`src/rtl/shift_seq_ctrl_pkg.sv`:
```
// Shared definitions for the serial shift sequencing controller:
// FSM state encodings and the bit-counter width derivation.
package shift_ctrl_defs;

    typedef enum logic [1:0] {
        ST_IDLE  = 2'd0,
        ST_SHIFT = 2'd1,
        ST_DONE  = 2'd2
    } state_t;

    // Counter must be able to represent 0..WIDTH.
    function automatic int cnt_width(input int width);
        return $clog2(width + 1);
    endfunction

endpackage

```
`src/rtl/shift_reg_core.sv`:
```
// Loadable bidirectional shift register; load wins over shift.
// dir = 1 moves bits toward the MSB, dir = 0 toward the LSB; zeros fill in.
module shift_reg_core #(
    parameter int WIDTH = 8
) (
    input  logic             clk,
    input  logic             rst,
    input  logic             load,
    input  logic             shift,
    input  logic             dir,
    input  logic [WIDTH-1:0] d,
    output logic [WIDTH-1:0] q
);

    always_ff @(posedge clk or posedge rst) begin
        if (rst) begin
            q <= '0;
        end else if (load) begin
            q <= d;
        end else if (shift) begin
            if (dir) begin
                q <= {q[WIDTH-2:0], 1'b0};
            end else begin
                q <= {1'b0, q[WIDTH-1:1]};
            end
        end
    end

endmodule

```
`src/rtl/shift_seq_ctrl.sv`:
```
// Sequencing controller: accepts a parallel word over valid/ready and
// streams it out one bit per clock, then pulses done for one cycle.
module shift_seq_ctrl
    import shift_ctrl_defs::*;
#(
    parameter int WIDTH = 8
) (
    input  logic             clk,
    input  logic             rst,
    input  logic             in_valid,
    input  logic [WIDTH-1:0] in_data,
    input  logic             msb_first,
    output logic             in_ready,
    input  logic             abort,
    output logic             ser_out,
    output logic             ser_en,
    output logic             busy,
    output logic             done
);

    localparam int CNT_W = cnt_width(WIDTH);
    localparam logic [CNT_W-1:0] LAST_CNT = CNT_W'(WIDTH - 1);

    state_t             state;
    state_t             state_next;
    logic [CNT_W-1:0]   cnt;
    logic               order;
    logic               accept;
    logic               abort_shift;
    logic               last_bit;
    logic               sreg_load;
    logic               sreg_shift;
    logic [WIDTH-1:0]   sreg_d;
    logic [WIDTH-1:0]   sreg_q;

    assign accept      = (state == ST_IDLE) && in_valid && !abort;
    assign abort_shift = (state == ST_SHIFT) && abort;
    assign last_bit    = (cnt == LAST_CNT);

    // An abort reuses the load path with an all-zero word to clear the register.
    assign sreg_load  = accept || abort_shift;
    assign sreg_d     = accept ? in_data : '0;
    assign sreg_shift = (state == ST_SHIFT) && !abort;

    shift_reg_core #(
        .WIDTH(WIDTH)
    ) u_core (
        .clk   (clk),
        .rst   (rst),
        .load  (sreg_load),
        .shift (sreg_shift),
        .dir   (order),
        .d     (sreg_d),
        .q     (sreg_q)
    );

    always_ff @(posedge clk or posedge rst) begin
        if (rst) begin
            state <= ST_IDLE;
        end else begin
            state <= state_next;
        end
    end

    always_comb begin
        state_next = state;
        case (state)
            ST_IDLE: begin
                if (accept) begin
                    state_next = ST_SHIFT;
                end
            end
            ST_SHIFT: begin
                if (abort) begin
                    state_next = ST_IDLE;
                end else if (last_bit) begin
                    state_next = ST_DONE;
                end
            end
            ST_DONE: begin
                state_next = ST_IDLE;
            end
            default: begin
                state_next = ST_IDLE;
            end
        endcase
    end

    // Counter saturates at WIDTH-1; it only marks the final bit.
    always_ff @(posedge clk or posedge rst) begin
        if (rst) begin
            cnt   <= '0;
            order <= 1'b0;
        end else if (accept) begin
            cnt   <= '0;
            order <= msb_first;
        end else if (abort_shift) begin
            cnt <= '0;
        end else if ((state == ST_SHIFT) && !last_bit) begin
            cnt <= cnt + CNT_W'(1);
        end
    end

    assign in_ready = (state == ST_IDLE);
    assign busy     = (state != ST_IDLE);
    assign ser_en   = (state == ST_SHIFT);
    assign done     = (state == ST_DONE);
    assign ser_out  = ser_en && (order ? sreg_q[WIDTH-1] : sreg_q[0]);

endmodule

```
`config.mk`:
```
export PLATFORM = sky130hd
export DESIGN_NAME = shift_seq_ctrl
export DESIGN_NICKNAME = d
export VERILOG_FILES = /design/src/rtl/shift_seq_ctrl_pkg.sv /design/src/rtl/shift_reg_core.sv /design/src/rtl/shift_seq_ctrl.sv
export SDC_FILE = /design/constraint.sdc
export NUM_CORES = 1
export LEC_CHECK = 0
export ABC_AREA = 1
export CAP_MARGIN = 20
export CORE_MARGIN = 1.5
export CORE_UTILIZATION = 24
export CTS_CLUSTER_SIZE = 20
export DETAILED_ROUTE_END_ITERATION = 12
export PLACE_DENSITY_LB_ADDON = 0.2
export SLEW_MARGIN = 20
export SYNTH_ARGS = -nofsm -noshare
export SYNTH_HDL_FRONTEND = slang
export SYNTH_SLANG_ARGS = --single-unit
```
`constraint.sdc`:
```
create_clock -name clk -period 1.5 [get_ports clk]
set_input_delay 0.15 -clock clk [delete_from_list [all_inputs] [get_ports clk]]
set_output_delay 0.15 -clock clk [all_outputs]
set_load 0.03 [all_outputs]
```
==> run summary <==
### STA
- false — RSZ-0062 raised after global routing
- 0.754 — Max-slew headroom
- 0 — final slew viol count
- 0.369 ns — transition time at the pin with the least slew margin
- 0.0827 ns — Final WS setup
- 0.00843 ns — Final Skew
- 0 — total count of hold-check failures in the final report
- 706 MHz — top achievable clock speed
- 1.42 ns — Tmin final
- 0.945 — crit share post-route
- 0.152 ns — post-route worst hold slack
- 0 ns — setup TNS
- 0 — final setup vio count

### Place
- 17 — number of input and output port buffers inserted
- 0.764 — routability cong.
- 1510 µm — half-perimeter wire length of the detailed placement result
- 0.00110 mm² — Placement Cell Area
- 0.0643 ns — post-place setup slack

### Pwr
- 1.12 mW — Power Total
- 1000 mW/mm² — ratio of total power to cell area
- 0.528 mV — maximum ir drop on the vdd rail
- 0.537 nW — leak pwr

### Setup path
- 0.41 ns — Critical Path Max Stage Delay
- 1.35 ns — required time at the worst-slack endpoint
- 3 — maximum fanout along the worst path
- cnt[0] — endpoint of the worst-slack reg-to-reg timing path
- 0.26 ns — slack of the worst reg-to-reg path
- reg -> out — crit path kind
- primary output — Crit. End Element
- 1.27 ns — worst endpoint data arrival time
- flop — sort of element at the start of the critical path
- cnt[0] — launching point of the worst reg2reg path
- buffers and inverters — top cell family by delay on the critical path
- inv_2 -> nand2_4 -> dlygate4sd2_1 — worst path cell trace
- 6 — number of cells on the worst reg-to-reg path
- 2 — CP bufs+invs
- sky130_fd_sc_hd__dfrtp_1 — critical-path cell with the highest stage delay

### Detailed routing
- 1990 µm — Routed WL
- 0 — DRC Markers
- 10.7 µm — Routed WL per cell
- 28 — drt first-iter violations
- 4.39 — vias per std cell
- 4 — iteration count of the initial detailed-routing pass
- 812 — routed via count
- 0 — DRT antenna net count

### Final layout
- 375 µm² — Register Area
- sky130_fd_sc_hd__nand2_1 — most common cell after layout, fill and taps aside
- 31.6% — post-synthesis to final-layout area growth
- 0 — number of diodes added for antenna fixing
- 407 — number of filler instances in the final layout
- 0.00111 mm² — design area
- 405 µm² — multi-input combinational cell area
- 154 — Total Nets Final
- 37 x sky130_fd_sc_hd__nand2_1, 20 x sky130_fd_sc_hd__nand3_1, 15 x sky130_fd_sc_hd__dfrtp_1 — most frequent cells in the layout
- 0.173 — fraction of final layout cells with drive strength greater than 1

### Clock tree
- 15 — number of clock sinks
- sky130_fd_sc_hd__clkbuf_4 — CTS Root Buffer Type
- 1 — number of levels the H-tree was split into
- 2 — clock buffer depth
- 0 — setup fix buffers added after clock tree synthesis
- built — CTS tree
- 0.29 ns — clock latency reported for the late side of the worst-skew pair
- 0.10 ns — Reg clk slew, reported paths
- 3 — number of buffers created by CTS

### Synthesis
- 0 — count of warnings emitted by yosys
- 15 — Yosys reg bits
- 847 µm² — area of the mapped netlist
- 7.37 µm² — Mean Syn Cell Area
- 0.443 — share of the yosys chip area belonging to registers
- 17 — number of distinct library cells after synthesis
- 115 — Synth Instances
- 129 — Post-Synthesis Net Count

### Global route
- met2 — routing layer with the top usage in global route
- 0.192 — GR met2 Demand/Resource
- 0.0414 — met3 capacity usage during global routing
- 799 — number of global-route vias before repair
- 0 — residual overflow from global routing
- 0.111 — total track usage
- 3520 µm — wire length of the first global-routing pass
- 16 — pin count of the biggest net entering global routing
- 0 — antenna violations before repair
- 0.137 — met1 usage

### Hold path
- in -> async — class of the most critical hold timing path

### Floorplanning
- 62.4 µm — die height
- 0.252 — initial core utilization
- 18 — top-level port count
- 62.4 µm — Horiz. Die Dim
- 0.00336 mm² — area of the placeable core
- 0.00390 mm² — Die Footprint
- 21 — number of rows created at floorplan

### Status
- finished, final reports clean — status

### Run
- 0 — # Max-Cap Violations

[what timing repair did]
| action | 4_1_cts | 5_1_grt |
|---|---|---|
| pin swaps | 0 | 0 |
| hold buffers | 0 | 0 |
| endpoints found under the setup margin | 4 | 3 |
| resized for setup | 5 | 4 |
[flip-flops by register name (all words and copies together) (netlist names)]
signal,flops
state,2
cnt,4
order,1
u_core.q,8
[metrics by stage]
| stage | utilization | instances |
|---|---|---|
| after floorplan | - | 115 |
| after global placement | 0.326 | 181 |
| after detailed placement | 0.326 | 181 |
| after CTS | 0.333 | 185 |
| after global routing | 0.331 | 185 |
| final | 0.331 | 185 |
[cell usage after synthesis]
cell type                  number  share of area
sky130_fd_sc_hd__nor3_1         1         0.0059
sky130_fd_sc_hd__nor2_1         9          0.040
sky130_fd_sc_hd__a21oi_1        1         0.0059
sky130_fd_sc_hd__dfrtp_1       15           0.44
sky130_fd_sc_hd__inv_2          3          0.013
sky130_fd_sc_hd__o21ai_0        7          0.041
sky130_fd_sc_hd__nand2_4        1          0.013
sky130_fd_sc_hd__ha_1           1          0.015
sky130_fd_sc_hd__nor2_4         3          0.040
sky130_fd_sc_hd__buf_2          2          0.012
sky130_fd_sc_hd__nand2_1       37           0.16
sky130_fd_sc_hd__nor2_2         1         0.0074
sky130_fd_sc_hd__a21boi_1       1         0.0089
sky130_fd_sc_hd__nand2_2        2          0.015
sky130_fd_sc_hd__nand3_1       20           0.12
sky130_fd_sc_hd__buf_6          1          0.013
sky130_fd_sc_hd__inv_1         10          0.044
[worst max-delay path by stage]
stage | from | end | cells past startpoint
after CTS | state[0] | ser_en | 3
after detailed placement | state[1] | in_ready | 4
after global routing | state[1] | busy | 3
after global placement | state[1] | in_ready | 4
final | state[1] | busy | 3
after floorplan | state[1] | ser_out | 4
[area by class of cell]
cell class / instances / area share
multi-input cells: 84 / 0.364
flip-flops and latches: 15 / 0.337
repair buffers: 23 / 0.180
well taps: 46 / 0.0516
inverters: 13 / 0.0438
clock buffers: 3 / 0.0202
clock inverters: 1 / 0.00449
[per-layer routing]
| layer | share of wire | vias to the layer above |
|---|---|---|
| met5 | 0 | - |
| met4 | 0 | 0 |
| met3 | 0.054 | 0 |
| met2 | 0.48 | 21 |
| met1 | 0.47 | 381 |
| li1 | - | 410 |
[cell families (layout without fill, tap and decap cells)]
logic type | Yosys count | in the layout | synth area share
adders and majority gates | 1 | 1 | 0.0148
and+or+nand+nor | 74 | 74 | 0.403
DFF | 15 | 15 | 0.443
AOI/OAI and AO/OA | 9 | 9 | 0.0561
buffers and inverters | 16 | 40 | 0.0827
[power by group]
group	internal [mW]	total (mW)	leakage [nW]	switching (mW)
logic	0.140	0.331	0.323	0.191
registers	0.476	0.544	0.196	0.0678
clock network	0.0992	0.241	0.0177	0.141
total	0.715	1.12	0.537	0.401
[worst reg2reg max path, cell delays in order, from the launching register on]
cell,delay (ns)
sky130_fd_sc_hd__dfrtp_1,0.42
sky130_fd_sc_hd__ha_1,0.24
sky130_fd_sc_hd__nand3_1,0.15
sky130_fd_sc_hd__nand2_2,0.11
sky130_fd_sc_hd__inv_1,0.09
sky130_fd_sc_hd__nand2_1,0.05
sky130_fd_sc_hd__a21boi_1,0.11
Power figures use the tool's default switching activity.
